==> src/rtl/stopwatch_ctrl_if.sv <==
// Button and status bundle between the stopwatch controller and its host / display driver.
// The preload pair lets the host load a start time while the stopwatch is idle.
interface stopwatch_ctrl_if;
    logic        btn_start_stop;
    logic        btn_lap_clear;
    logic        preload_vld;
    logic [23:0] preload_dat;
    logic        running;
    logic        tick;
    logic        wrap;
    logic        lap_active;
    logic [23:0] time_bcd;
    logic [23:0] display_bcd;

    modport master (
        output btn_start_stop, btn_lap_clear, preload_vld, preload_dat,
        input  running, tick, wrap, lap_active, time_bcd, display_bcd
    );

    modport slave (
        input  btn_start_stop, btn_lap_clear, preload_vld, preload_dat,
        output running, tick, wrap, lap_active, time_bcd, display_bcd
    );
endinterface

==> src/rtl/stopwatch_ctrl.sv <==
// Stopwatch run/pause/lap/clear FSM, centisecond prescaler and mm:ss.cc BCD time; press -> state in 1 cycle, tick -> time in 1 cycle.
// No backpressure: buttons are debounced levels sampled every cycle and every output is a registered status.
module stopwatch_ctrl #(
    parameter int DIVISOR    = 1000000,
    parameter int PRESCALE_W = 20
) (
    input  logic            clock_in,
    input  logic            reset,
    stopwatch_ctrl_if.slave sw
);

    typedef enum logic [1:0] {
        IDLE  = 2'd0,
        RUN   = 2'd1,
        LAP   = 2'd2,
        PAUSE = 2'd3
    } state_e;

    localparam logic [PRESCALE_W-1:0] PRESC_LAST = PRESCALE_W'(DIVISOR - 1);
    localparam logic [23:0]           TIME_LAST  = 24'h595999;

    state_e                  state_q, state_d;
    logic                    ss_q, lc_q;
    logic [PRESCALE_W-1:0]   presc_q, presc_d;
    logic                    tick_q, tick_d;
    logic                    wrap_q, wrap_d;
    logic [23:0]             time_q, time_d;
    logic [23:0]             disp_q, disp_d;
    logic                    running_q, running_d;
    logic                    lap_q, lap_d;

    logic                    ss_press;
    logic                    lc_press;
    logic                    counting;
    logic                    clear;

    // Digit order from LSB: c0, c1, s0, s1, m0, m1; tens of seconds/minutes stop at 5.
    function automatic logic [3:0] digit_max(input int idx);
        return (idx == 3 || idx == 5) ? 4'd5 : 4'd9;
    endfunction

    function automatic logic [23:0] bcd_inc(input logic [23:0] t);
        logic [23:0] r;
        logic        carry;
        r     = t;
        carry = 1'b1;
        for (int i = 0; i < 6; i++) begin
            if (carry) begin
                if (t[i*4 +: 4] == digit_max(i)) begin
                    r[i*4 +: 4] = 4'd0;
                end else begin
                    r[i*4 +: 4] = t[i*4 +: 4] + 4'd1;
                    carry       = 1'b0;
                end
            end
        end
        return r;
    endfunction

    always_comb begin
        ss_press = sw.btn_start_stop & ~ss_q;
        lc_press = sw.btn_lap_clear & ~lc_q & ~ss_press;
        counting = (state_q == RUN) || (state_q == LAP);
        state_d  = state_q;
        clear    = 1'b0;

        case (state_q)
            IDLE: begin
                if (ss_press) state_d = RUN;
            end
            RUN: begin
                if (ss_press)      state_d = PAUSE;
                else if (lc_press) state_d = LAP;
            end
            LAP: begin
                if (ss_press)      state_d = PAUSE;
                else if (lc_press) state_d = RUN;
            end
            PAUSE: begin
                if (ss_press) begin
                    state_d = RUN;
                end else if (lc_press) begin
                    state_d = IDLE;
                    clear   = 1'b1;
                end
            end
            default: state_d = IDLE;
        endcase

        // Tick decision follows the current state, so a stop on the last count still ticks.
        presc_d = presc_q;
        tick_d  = 1'b0;
        if (clear) begin
            presc_d = '0;
        end else if (counting) begin
            if (presc_q == PRESC_LAST) begin
                presc_d = '0;
                tick_d  = 1'b1;
            end else begin
                presc_d = presc_q + PRESCALE_W'(1);
            end
        end

        time_d = time_q;
        wrap_d = 1'b0;
        if (clear) begin
            time_d = '0;
        end else if (tick_q) begin
            time_d = bcd_inc(time_q);
            wrap_d = (time_q == TIME_LAST);
        end else if (state_q == IDLE && sw.preload_vld) begin
            time_d = sw.preload_dat;
        end

        // Entering LAP freezes the pre-increment time; staying in LAP holds it.
        if (state_d == LAP) begin
            disp_d = (state_q == LAP) ? disp_q : time_q;
        end else begin
            disp_d = time_d;
        end

        running_d = (state_d == RUN) || (state_d == LAP);
        lap_d     = (state_d == LAP);
    end

    always_ff @(posedge clock_in) begin
        if (reset) begin
            state_q   <= IDLE;
            ss_q      <= 1'b1;
            lc_q      <= 1'b1;
            presc_q   <= '0;
            tick_q    <= 1'b0;
            wrap_q    <= 1'b0;
            time_q    <= '0;
            disp_q    <= '0;
            running_q <= 1'b0;
            lap_q     <= 1'b0;
        end else begin
            state_q   <= state_d;
            ss_q      <= sw.btn_start_stop;
            lc_q      <= sw.btn_lap_clear;
            presc_q   <= presc_d;
            tick_q    <= tick_d;
            wrap_q    <= wrap_d;
            time_q    <= time_d;
            disp_q    <= disp_d;
            running_q <= running_d;
            lap_q     <= lap_d;
        end
    end

    assign sw.running     = running_q;
    assign sw.tick        = tick_q;
    assign sw.wrap        = wrap_q;
    assign sw.lap_active  = lap_q;
    assign sw.time_bcd    = time_q;
    assign sw.display_bcd = disp_q;

endmodule

==> src/flat_wrapper.sv <==
// flat-port wrapper written by rule: the top's interface ports become plain ports
module stopwatch_ctrl_flat 
#(
    parameter int DIVISOR    = 1000000,
    parameter int PRESCALE_W = 20
)
  (clock_in, reset, sw_btn_start_stop, sw_btn_lap_clear, sw_preload_vld, sw_preload_dat, sw_running, sw_tick, sw_wrap, sw_lap_active, sw_time_bcd, sw_display_bcd);
  stopwatch_ctrl_if sw_i ();
  input  logic clock_in;
  input  logic reset;
  input wire logic [$bits(sw_i.btn_start_stop)-1:0] sw_btn_start_stop;
  input wire logic [$bits(sw_i.btn_lap_clear)-1:0] sw_btn_lap_clear;
  input wire logic [$bits(sw_i.preload_vld)-1:0] sw_preload_vld;
  input wire logic [$bits(sw_i.preload_dat)-1:0] sw_preload_dat;
  output wire logic [$bits(sw_i.running)-1:0] sw_running;
  output wire logic [$bits(sw_i.tick)-1:0] sw_tick;
  output wire logic [$bits(sw_i.wrap)-1:0] sw_wrap;
  output wire logic [$bits(sw_i.lap_active)-1:0] sw_lap_active;
  output wire logic [$bits(sw_i.time_bcd)-1:0] sw_time_bcd;
  output wire logic [$bits(sw_i.display_bcd)-1:0] sw_display_bcd;
  assign sw_i.btn_start_stop = sw_btn_start_stop;
  assign sw_i.btn_lap_clear = sw_btn_lap_clear;
  assign sw_i.preload_vld = sw_preload_vld;
  assign sw_i.preload_dat = sw_preload_dat;
  assign sw_running = sw_i.running;
  assign sw_tick = sw_i.tick;
  assign sw_wrap = sw_i.wrap;
  assign sw_lap_active = sw_i.lap_active;
  assign sw_time_bcd = sw_i.time_bcd;
  assign sw_display_bcd = sw_i.display_bcd;
  stopwatch_ctrl #(.DIVISOR(DIVISOR), .PRESCALE_W(PRESCALE_W)) u_core (.clock_in(clock_in), .reset(reset), .sw(sw_i));
endmodule
==> config.mk <==
export PLATFORM = sky130hd
export DESIGN_NAME = stopwatch_ctrl_flat
export DESIGN_NICKNAME = d
export VERILOG_FILES = /design/src/rtl/stopwatch_ctrl_if.sv /design/src/rtl/stopwatch_ctrl.sv /design/src/flat_wrapper.sv
export SDC_FILE = /design/constraint.sdc
export NUM_CORES = 1
export LEC_CHECK = 0
export CORE_MARGIN = 8
export CORE_UTILIZATION = 52
export DETAILED_ROUTE_END_ITERATION = 8
export PLACE_DENSITY = 0.87
export REMOVE_ABC_BUFFERS = 1
export SLEW_MARGIN = 20
export SYNTH_ARGS = -nofsm -noshare
export SYNTH_HDL_FRONTEND = slang
export SYNTH_SLANG_ARGS = --single-unit
export TNS_END_PERCENT = 5
==> constraint.sdc <==
create_clock -name clock_in -period 3.2 [get_ports clock_in]
set_input_delay 0.64 -clock clock_in [delete_from_list [all_inputs] [get_ports clock_in]]
set_output_delay 0.64 -clock clock_in [all_outputs]
set_load 0.005 [all_outputs]
==> flow_summary_export.csv <==
group,metric,value,unit
timing,finalSetupTns,0,ns
global_route,grt_pass1_vias,3793,
clock_network,clockRootBuffer,"clkbuf_8",
hold_path,hold_end,"u_core.presc_q[19]",
floorplan,dieArea,0.0109,sq mm
synth,syn_area,0.00406,sq mm
finish,diodes,0,
critical_path,worstPathCellList,"clkdlybuf4s50_1, nor2b_1, nor3b_2, nor2_1, o31ai_1, ha_1, clkinv_1, nand2_1, o22ai_1",
timing,finalSetupViolCount,0,
critical_path,crit_fanout,12,
synth,syn_area_per_cell,8.99,sq um
flow_run,cap_violations,0,
timing,relSlewSlack,55.4,%
synth,yosysSeqAreaShare,37.5,%
timing,drv_slew,0,
synth,synth_area_leader_cell,"dfxtp_1",
route,via_per_inst,5.88,
clock_network,post_cts_resize_count,0,
critical_path,max_stage_delay,0.44,ns
clock_network,htreeDepth,3,
synth,yosys-top-cells-area,"dfxtp_1 (37%), mux2i_1 (8.1%), ha_1 (4.9%)",
clock_network,clkLatencyLatePin,0.35,ns
global_route,track_usage,20.2,%
critical_path,r2r_slack,0.66,ns
clock_network,cts_setup_buffers,0,
synth,synthMostInstantiatedCell,"dfxtp_1",
critical_path,critPathRequiredTime,3.41,ns
route,drtIter0Drc,260,
clock_network,cts_tree,"done",
synth,synth_edf_count,0,
timing,worst_pin_slew,0.668,ns
global_route,grt_start_max_net_pins,27,
critical_path,regToRegStartpoint,"u_core.state_q[1]",
placed_design,gp_congestion,0.917,
route,drc,0,
floorplan,core.rowCount,32,
placed_design,port-buffer-count,80,
synth,ys.flop_type,"dfxtp_1",
synth,syn_inst,452,
timing,period_share,84.0,%
route,dr_wl_met2,5.39,mm
timing,max_freq,0.372,GHz
clock_network,cts_buffers,9,
synth,synthXorXnorAreaFrac,4.10,%
critical_path,r2r_cells,9,
critical_path,startpoint_type,"primary input",
global_route,grt_first_pass_wirelength,18.4,mm
critical_path,reg2reg_to,"u_core.sw.display_bcd[23]",
critical_path,crit_type,"primary input to flip-flop",
timing,rsz0062_at_grt,"no",
global_route,grt_remaining_overflow,0,
finish,utilization,67.5,%
clock_network,cts_hold_buf,0,
finish,syn_to_final_growth,27.1,%
pwr,powerDensity,409,mW/mm^2
hold_path,worstHoldPathCells,2,
route,finalWirelength,11.3,mm
route,antenna_left,0,
synth,yosys.cell_types.count,65,
floorplan,die_h,104,microns
timing,fin_skew,0.00912,ns
route,top_layer,"met4",
hold_path,worstHoldStart,"u_core.presc_q[19]",
clock_network,cts_sinks,76,
floorplan,core_area,0.00765,sq mm
floorplan,io_pins,81,
synth,synth.area.mux_share,10.4,%
route,firstDrtPassIters,4,
synth,synth-simple-area-share,20.9,%
floorplan,start_util,53.1,%
pwr,totalPowerFinal,2.11,mW
synth,ys_seq_elements,76,
synth,netlist.area_leader.share,37.5,%
synth,yosys.area_share.adder,4.93,%
critical_path,crit_arrival,2.90,ns
synth,yosys-top-cells-count,"dfxtp_1 (76), nor2_1 (52), mux2i_1 (33), nand2_1 (28), a21oi_1 (19)",
synth,synth_compound_area_share,18.3,%
finish,final_nets,574,
hold_path,hp-class,"flip-flop to flip-flop",
pwr,p_leak,1.84,nW
clock_network,clockBufferDepth,2,
pwr,peakVddDrop,0.000257,V
timing,min_period,2.69,ns
route,wl_met1,4.95,mm
timing,finalHoldViolations,0,
critical_path,crit_slowest_cell,"clkdlybuf4s50_1",
clock_network,cts.reportedPaths.clkPinSlew,0.08,ns
status,outcome,"finished clean",
route,vias,3740,
floorplan,chipWidth,104,microns
synth,synth_top_family_by_area,"simple AND/OR/NAND/NOR gates",
placed_design,hpwl,8.19,mm
route,route.met3.wl,697,microns
route,routedWlPerCell,17.7,microns
finish,drive_above_1_share,8.43,%
critical_path,cp-end-kind,"flip-flop",
synth,async_flop_share,0,%
global_route,antenna_found_initial,0,
synth,ys_warn_count,0,
[cell usage in the layout (no fill, tap or decap), types with 11 or more instances in the layout]
cell / Yosys / routed
clkdlybuf4s50_1: 0 / 80
dfxtp_1: 76 / 76
nor2_1: 52 / 52
mux2i_1: 33 / 33
nand2_1: 28 / 28
a21oi_1: 19 / 19
nand3_1: 17 / 17
o21ai_0: 16 / 16
ha_1: 16 / 16
xor2_1: 13 / 13
buf_4: 1 / 12
a211oi_1: 11 / 11
o22ai_1: 11 / 11
clkbuf_8: 0 / 11
[power by group]
group	total (mW)	switching (mW)	leakage, nW	internal [mW]
registers	1.05	0.0583	0.622	0.992
clock network	0.744	0.344	0.102	0.401
logic	0.316	0.134	1.11	0.183
[through the flow]
stage	setup WS (ns)	cell area (sq um)	instances	hold slack, ns
6_report	0.512	5160	636	0.523
5_1_grt	0.398	5160	636	0.550
4_1_cts	0.569	5160	636	0.529
3_5_place_dp	0.236	4960	620	0.510
3_3_place_gp	0.391	4960	620	0.495
2_1_floorplan	0.250	3940	426	0.479
[registers in the layout, indices dropped and copies added (netlist names)]
register,flops
u_core.sw.display_bcd,24
u_core.sw.time_bcd,24
u_core.presc_q,20
u_core.state_q,2
u_core.lc_q,1
u_core.ss_q,1
u_core.sw.lap_active,1
u_core.sw.running,1
u_core.sw.tick,1
u_core.sw.wrap,1
[metal layers]
| metal | global-route usage, % | vias up |
|---|---|---|
| met3 | 4.77 | 26 |
| met4 | 9.00 | 0 |
| met5 | 0 | - |
| li1 | - | 1814 |
| met1 | 23.4 | 1763 |
| met2 | 34.4 | 137 |
[critical path, delay by kind of cell]
family	cells	cell delay (ns)
simple gates	4	0.97
buf+inv	2	0.52
compound gates	2	0.51
fa+ha+maj	1	0.25
[how the worst max path moves through the flow]
stage          cells after the start  slack (ns)              start                         to
6_report                           9        0.51  sw_btn_start_stop   u_core.sw.display_bcd[8]
3_5_place_dp                       9        0.24  sw_btn_start_stop   u_core.sw.display_bcd[8]
2_1_floorplan                      9        0.25  u_core.state_q[0]  u_core.sw.display_bcd[23]
5_1_grt                            9        0.40  sw_btn_start_stop  u_core.sw.display_bcd[17]
3_3_place_gp                       9        0.39  sw_btn_start_stop  u_core.sw.display_bcd[23]
4_1_cts                            9        0.57  sw_btn_start_stop   u_core.sw.display_bcd[8]
[cells by family (layout without fill, tap and decap cells)]
logic type / after synthesis / count (layout)
and+or+nand+nor: 161 / 161
AOI/OAI and AO/OA: 102 / 102
DFF: 76 / 76
muxes: 41 / 41
buffers and inverters: 37 / 119
xor gates and xnor gates: 19 / 19
adders and majority gates: 16 / 16
[area by class of cell]
class	count	area (sq um)
clock buffer	12	155
clock inverter	4	47.5
fill	568	2480
inverter	11	41.3
multi-input combinational	339	2380
sequential	76	1520
tap	102	128
timing repair buffer	92	891
(Power assumes the default switching activity.)
